--- src/rtl/cpu_pkg.sv ---
// Shared datapath definitions for the CPU memory tiers.
// The word type and the RAM8 address width are used by every memory level.
package cpu_pkg;

    localparam int WORD_W  = 16;
    localparam int RAM8_AW = 3;

    typedef logic [WORD_W-1:0] word_t;

endpackage : cpu_pkg

--- src/rtl/ram8_register16.sv ---
// 16-bit storage register with load enable and asynchronous active-low clear.
// One instance holds one word of the RAM8 tier.
module register16
    import cpu_pkg::*;
#(
    parameter int W = WORD_W
) (
    input  logic         clk,
    input  logic         rst_n,
    input  logic [W-1:0] d,
    input  logic         load,
    output logic [W-1:0] q
);

    logic [W-1:0] word_reg;

    // Capture d on a loaded edge; clear takes priority and acts without the clock.
    always_ff @(posedge clk or negedge rst_n) begin
        if (!rst_n) begin
            word_reg <= '0;
        end else if (load) begin
            word_reg <= d;
        end
    end

    assign q = word_reg;

endmodule : register16

--- src/rtl/ram8.sv ---
// Eight-word register-file memory: first tier of the CPU data memory.
// Writes are synchronous (one addressed word per edge); reads are combinational
// with no bypass, so out shows the old word until the write edge has passed.
module ram8
    import cpu_pkg::*;
#(
    parameter int WIDTH = WORD_W,
    parameter int DEPTH = 8,
    parameter int AW    = RAM8_AW
) (
    input  logic             clk,
    input  logic             rst_n,
    input  logic [WIDTH-1:0] in,
    input  logic             load,
    input  logic [AW-1:0]    address,
    output logic [WIDTH-1:0] out
);

    logic [DEPTH-1:0] load_sel;
    logic [WIDTH-1:0] word_q [DEPTH];

    // Each word gets its own register; load is demuxed so only the addressed word sees it.
    generate
        for (genvar gi = 0; gi < DEPTH; gi++) begin : g_word
            assign load_sel[gi] = load && (address == AW'(gi));

            register16 #(
                .W(WIDTH)
            ) u_word (
                .clk  (clk),
                .rst_n(rst_n),
                .d    (in),
                .load (load_sel[gi]),
                .q    (word_q[gi])
            );
        end
    endgenerate

    // Output mux: the addressed word, with no clock in the path.
    always_comb begin
        out = word_q[address];
    end

endmodule : ram8

--- config.mk ---
export PLATFORM = sky130hd
export DESIGN_NAME = ram8
export DESIGN_NICKNAME = d
export VERILOG_FILES = /design/src/rtl/cpu_pkg.sv /design/src/rtl/ram8_register16.sv /design/src/rtl/ram8.sv
export SDC_FILE = /design/constraint.sdc
export NUM_CORES = 1
export LEC_CHECK = 0
export ABC_AREA = 1
export CAP_MARGIN = 10
export CORE_ASPECT_RATIO = 1.75
export CORE_MARGIN = 5
export CORE_UTILIZATION = 43
export DETAILED_ROUTE_END_ITERATION = 8
export GPL_TIMING_DRIVEN = 0
export PLACE_DENSITY = 0.71
export SYNTH_ARGS = -nofsm -noshare
export SYNTH_HDL_FRONTEND = slang
export SYNTH_SLANG_ARGS = --single-unit
--- constraint.sdc ---
create_clock -name clk -period 1.56 [get_ports clk]
set_clock_uncertainty 0.05 [all_clocks]
set_input_delay 0.312 -clock clk [delete_from_list [all_inputs] [get_ports clk]]
set_output_delay 0.312 -clock clk [all_outputs]
set_load 0.02 [all_outputs]
==> reports/metrics.yaml, run 1 <==
hp-class: "in2reg"
gp_congestion: 0.901
ys_seq_area_frac: 0.530
hold_slack_ns: 0.280
cp-start-kind: "flop"
drive_gt1_frac: 0.184
reg2reg_depth: 3
finalPower_mw: 10.2
rrSetupSlack_ns: 0.68
worst_hold_startpoint: "address[1]"
synth_most_common_cell: "nand2_1"
drt-total-wl_um: 18900
clkSlewWorstSetupHoldPaths_ns: 0.05
die_h_um: 167
fin_crit_sh: 1.12
worstSetupPathType: "reg2out"
synth_edf_count: 0
drtAntennaViolNets: 0
hold_path_depth: 4
post-route-drc-count: 0
synth_area_mm2: 0.00604
path_buf_inv: 1
synth_top_area_frac: 0.530
clk_path_buf_depth: 2
area_growth_pct: 29.2
finalMaxSlewViolations: 0
synth_common_cells: "nand2_1, dfrtp_1, o21ai_0"
die_x_um: 99.6
dieArea_mm2: 0.0166
vias_per_cell: 5.20
grt_pass1_vias: 5613
drtIter0Drc: 459
crit_chain: "nand2_1, nand2_2, nand2_2, nand2_1, nand2_1, nand2_2, buf_6"
cts-root-buf: "clkbuf_16"
slew_headroom: 0.636
setup_slack_ns: -0.182
min_period_ns: 1.74
multi_input_area_mm2: 0.00257
seq_area_mm2: 0.00320
largest_reg_flops: 128
setup_viol: 16
cts_tree: "yes"
wire_per_inst_um: 17.3
io_pins: 38
core_area_mm2: 0.0138
power.leakage_nw: 4.12
finalNetCount: 924
synthArstFlopShare: 1.00
avgSynthCellArea_um2: 7.39
io_buffers: 35
first_pass_iters: 5
critPathMaxFanout: 2
grt_max_degree: 87
worst_slew_pin_slew_ns: 0.546
cp_top_family: "simple AND/OR/NAND/NOR gates"
fmax_ghz: 0.574
clk_latency_ns: 0.42
cts_sinks: 128
yosys_warnings: 0
syn_inst: 818
finalHoldViolations: 0
power_density_mw_per_mm2: 1300
cp_data_required_time_ns: 1.20
fillers: 1303
outcome: "complete, but fails checks"
stdcell_area_mm2: 0.00781
syn_nets: 840
dpl.hpwl_um: 12300
synth_seq_cells: 128
grt_pass1_wl_um: 29200
cts_inserted_buffers: 17
grt_usage: 0.230
worstPathArrival_ns: 1.38
cpPeakStageDelay_ns: 0.36
yosysTopAreaCell: "dfrtp_1"
dpl_cell_area_mm2: 0.00665
start_util: 0.437
endpoint_kind: "output port"
antenna_found_initial: 0
h-tree-depth: 4
synth_area_leaders: "dfrtp_1, nand2_1, o21ai_0"
rr_endpoint: "g_word[6].u_word.q[0]"
synth_cell_type_count: 15
std_cell_rows: 57
max-cap-violations: 0
rsz0062_at_grt: "yes"
cp_slowest_cell: "dfrtp_1"
num_antenna_cells: 0
grt_overflow: 0
r2r_start: "g_word[6].u_word.q[0]"
hold_end: "g_word[3].u_word.q[15]"
synthFlopType: "dfrtp_1"
irDropWorstVdd_mv: 0.836
violations: "negative setup slack"
vias: 5666
## worst max path at each step
stage,start,cells past startpoint,end
after global routing,address[0],10,out[14]
after CTS,address[0],13,out[10]
after detailed placement,address[0],11,out[11]
final,g_word[5].u_word.q[0],7,out[0]
after floorplan,address[1],7,out[10]
after global placement,rst_n,1,g_word[3].u_word.q[7]
## area by class of cell
class / count / area share
plain buffers: 46 / 0.0485
clock buffers: 22 / 0.0594
clock inverters: 7 / 0.0112
inverters: 37 / 0.0194
multi-input cells: 605 / 0.330
flip-flops and latches: 128 / 0.410
well taps: 177 / 0.0284
repair buffers: 67 / 0.0934
## where the power goes
| part | total (mW) | switching [mW] | internal, mW |
|---|---|---|---|
| Combinational | 2.07 | 1.16 | 0.912 |
| Sequential | 4.31 | 0.355 | 3.96 |
| Clock | 3.79 | 1.40 | 2.39 |
## layer usage
layer  track usage  vias to the layer above  wire [um]
li1              -                     2700          -
met1         0.258                     2671       6860
met2         0.397                      224       9930
met3        0.0368                       71       1040
met4         0.147                        0       1050
met5             0                        -          0
## worst register-to-register path, cell delays in order (launching register included)
cell and delay [ns]:
dfrtp_1 0.39, buf_4 0.14, nand2_1 0.06, o21ai_0 0.10
## stage by stage
stage / util / std cells / worst slack (ns) / setup TNS [ns]
floorplan: - / 818 / 0.0175 / 0
global placement: 0.478 / 1030 / -4.91 / -690.07
detailed placement: 0.480 / 1031 / -1.32 / -64.74
CTS: 0.548 / 1072 / -0.218 / -2.91
global route: 0.565 / 1089 / -0.226 / -3.01
finish: 0.565 / 1089 / -0.182 / -2.29
## cells in the final DEF, fill, tap and decap left out, types with 17 or more instances in the layout
cell type	Yosys	final
buf_4	11	28
nand2_1	470	428
buf_6	0	17
dfrtp_1	128	128
clkbuf_16	0	17
o21ai_0	124	124
inv_1	35	35
clkdlybuf4s50_1	0	17
nand2_2	1	41
## logic make-up after synthesis
| logic type | after synthesis | synth area share |
|---|---|---|
| AND/OR/NAND/NOR | 477 | 0.301 |
| buffers and inverters | 85 | 0.0631 |
| flip-flops | 128 | 0.530 |
| AO/OA/AOI/OAI | 128 | 0.106 |
## repair_timing
item	CTS	global route
gates cloned	2	0
setup buffers	9	19
resized for setup	169	63
pin swaps	22	33
hold buffers	1	0
setup endpoints to repair	41	76
hold endpoints to repair	42	0
Note: power is estimated with default switching activity, not from simulation.
==> run 2, diff against run 1 <==
- SLEW_MARGIN: not set -> 15
==> run 2 against run 1 <==
  * The run still ends with negative setup slack left
  * Sequential cell count unchanged
  * Register-to-register slack got worse by 0.11 ns
  * Sequential power about the same
  * Die area unchanged
  * Highest routed layer unchanged
  * Largest cell class unchanged
==> reports/metrics.yaml, run 2 (same netlist as run 1, synthesis figures left out) <==
core_area_mm2: 0.0138  # unchanged
worstSetupPathType: "reg2out"  # unchanged
min_period_ns: 1.71  # was 1.74 ns
r2r_start: "g_word[4].u_word.q[11]"  # was g_word[6].u_word.q[0]
rr_endpoint: "g_word[4].u_word.q[11]"  # was g_word[6].u_word.q[0]
dpl.hpwl_um: 12200  # was 12,300 um
grt_overflow: 0  # unchanged
grt_pass1_vias: 5629  # was 5,613
largest_reg_flops: 128  # unchanged
critical_path_cell_count: 7  # unchanged
rrSetupSlack_ns: 0.57  # was 0.68 ns
vias: 5743  # was 5,666
endpoint_kind: "output port"  # unchanged
slew_headroom: 0.581  # was 0.636
stdcell_count: 1111  # was 1,089
wire_per_inst_um: 17.0  # was 17.3 um
dieArea_mm2: 0.0166  # unchanged
setup_slack_ns: -0.152  # was -0.182 ns
placed_cells: 1031  # unchanged
finalNetCount: 943  # was 924
place_ws_ns: -1.32  # about the same
cts_inserted_buffers: 17  # unchanged
grt_max_degree: 67  # was 87
crit_end: "out[11]"  # was out[0]
worstPathArrival_ns: 1.35  # was 1.38 ns
critPathMaxFanout: 2  # unchanged
gp_congestion: 0.901  # unchanged
post-route-drc-count: 0  # unchanged
h-tree-depth: 4  # unchanged
antenna_found_initial: 0  # unchanged
cp_data_required_time_ns: 1.20  # about the same
fin_crit_sh: 1.10  # was 1.12
clkSlewWorstSetupHoldPaths_ns: 0.05  # about the same
reg2reg_depth: 4  # was 3
cp-start-kind: "flop"  # unchanged
layout_commonest_cell: "nand2_1"  # unchanged
std_cell_rows: 57  # unchanged
grt_pass1_wl_um: 29400  # was 29,200 um
die_x_um: 99.6  # unchanged
worst_hold_startpoint: "address[1]"  # unchanged
cts_tree: "yes"  # unchanged
rsz0062_at_grt: "yes"  # unchanged
num_antenna_cells: 0  # unchanged
drive_gt1_frac: 0.191  # was 0.184
io_pins: 38  # unchanged
worst_slew_pin_slew_ns: 0.629  # was 0.546 ns
finalHoldViolations: 0  # unchanged
die_h_um: 167  # unchanged
io_buffers: 35  # unchanged
violations: "negative setup slack"  # unchanged
drtAntennaViolNets: 0  # unchanged
hp-class: "in2reg"  # unchanged
cp_top_family: "simple AND/OR/NAND/NOR gates"  # unchanged
setup_viol: 16  # unchanged
grt_usage: 0.231  # was 0.230
drt-total-wl_um: 18900  # about the same
fillers: 1274  # was 1,303
cts_sinks: 128  # unchanged
irDropWorstVdd_mv: 1.08  # was 0.836 mV
area_growth_pct: 31.6  # was 29.2%
drtIter0Drc: 438  # was 459
finalMaxSlewViolations: 0  # unchanged
final_cell_mix: "nand2_1, dfrtp_1, o21ai_0"  # unchanged
cp_slowest_cell: "dfrtp_1"  # unchanged
utilization: 0.575  # was 0.565
crit_chain: "nand2_2, nand2_2, nand2_1, nand2_1, nand2_1, nand2_2, buf_6"  # was nand2_1, nand2_2, nand2_2, nand2_1, nand2_1, nand2_2, buf_6
start_util: 0.437  # unchanged
clk_path_buf_depth: 2  # unchanged
cts-root-buf: "clkbuf_16"  # unchanged
vias_per_cell: 5.17  # was 5.20
first_pass_iters: 5  # unchanged
fmax_ghz: 0.584  # was 0.574 GHz
max-cap-violations: 0  # unchanged
clk_latency_ns: 0.42  # about the same
cpPeakStageDelay_ns: 0.39  # was 0.36 ns
outcome: "complete, but fails checks"  # unchanged
power_density_mw_per_mm2: 1350  # was 1300 mW/mm^2
power.leakage_nw: 4.21  # was 4.12 nW
cp-startpoint: "g_word[4].u_word.q[11]"  # was g_word[5].u_word.q[0]
path_buf_inv: 1  # unchanged
[run 2: cell types whose count changed in the layout (fill, tap and decap cells not counted), moves of 5 or more]
cell | previous run | this run
buf_4 | 28 | 48
nand2_1 | 428 | 440
nand2_2 | 41 | 31
buf_6 | 17 | 22
buf_8 | 8 | 3
[run 2: final cells by class]
cell class	instances	area, um^2	area share
multi-input cells	605	2530	0.319
clock inverters	10	158	0.0198
well taps	177	221	0.0278
plain buffers	48	387	0.0486
repair buffers	84	825	0.104
flip-flops and latches	128	3200	0.403
inverters	37	151	0.0190
clock buffers	22	474	0.0596
[run 2: repair_timing]
action / in CTS / in global routing
endpoints found under the hold margin: 65 / 0
hold buffers: 1 / 0
cloned: 3 / 0
buffers inserted: 18 / 27
pin swaps: 57 / 53
gates resized for setup: 160 / 43
setup endpoints to repair: 41 / 74
[run 2: worst min-delay path by stage]
stage	end	slack, ns	depth (start not counted)
after floorplan	g_word[0].u_word.q[0]	-0.03	0
after global placement	g_word[4].u_word.q[4]	0.42	2
after detailed placement	g_word[7].u_word.q[3]	0.30	1
after CTS	g_word[3].u_word.q[15]	0.26	4
after global routing	g_word[3].u_word.q[15]	0.30	4
final	g_word[3].u_word.q[15]	0.28	4
[run 2: tightest hold or removal path, delay by kind of cell]
family	cells	cell delay, ns
buffers and inverters	1	0.16
AND/OR/NAND/NOR	2	0.17
AO/OA/AOI/OAI	1	0.06
[run 2: where the power goes]
part           internal, mW  switching [mW]
logic                  1.00            1.19
clock network          2.79            1.46
registers              3.95           0.343
total                  7.75            2.99
[run 2: metrics by stage]
| step | cell area [um^2] | power, mW | hold WS [ns] | TNS, ns |
|---|---|---|---|---|
| 3_3_place_gp | 6620 | 5.97 | 0.415 | -690.07 |
| 4_1_cts | 7710 | 10.5 | 0.262 | -1.99 |
| 2_1_floorplan | 6040 | 5.39 | -0.0336 | 0 |
| 6_report | 7950 | 10.7 | 0.277 | -1.91 |
| 3_5_place_dp | 6650 | 6.03 | 0.296 | -65.24 |
| 5_1_grt | 7950 | 11.2 | 0.295 | -3.13 |
[run 2: layer usage]
metal,global-route usage,wire length (um)
met2,0.398,10000
met3,0.0406,1020
met5,0,0
met4,0.136,904
met1,0.262,6910
==> run 3, diff against run 2 <==
- HOLD_SLACK_MARGIN: not set -> 0.1
==> results of run 3 <==
Same layout as run 2: the final DEF is identical, and so are final timing and power.
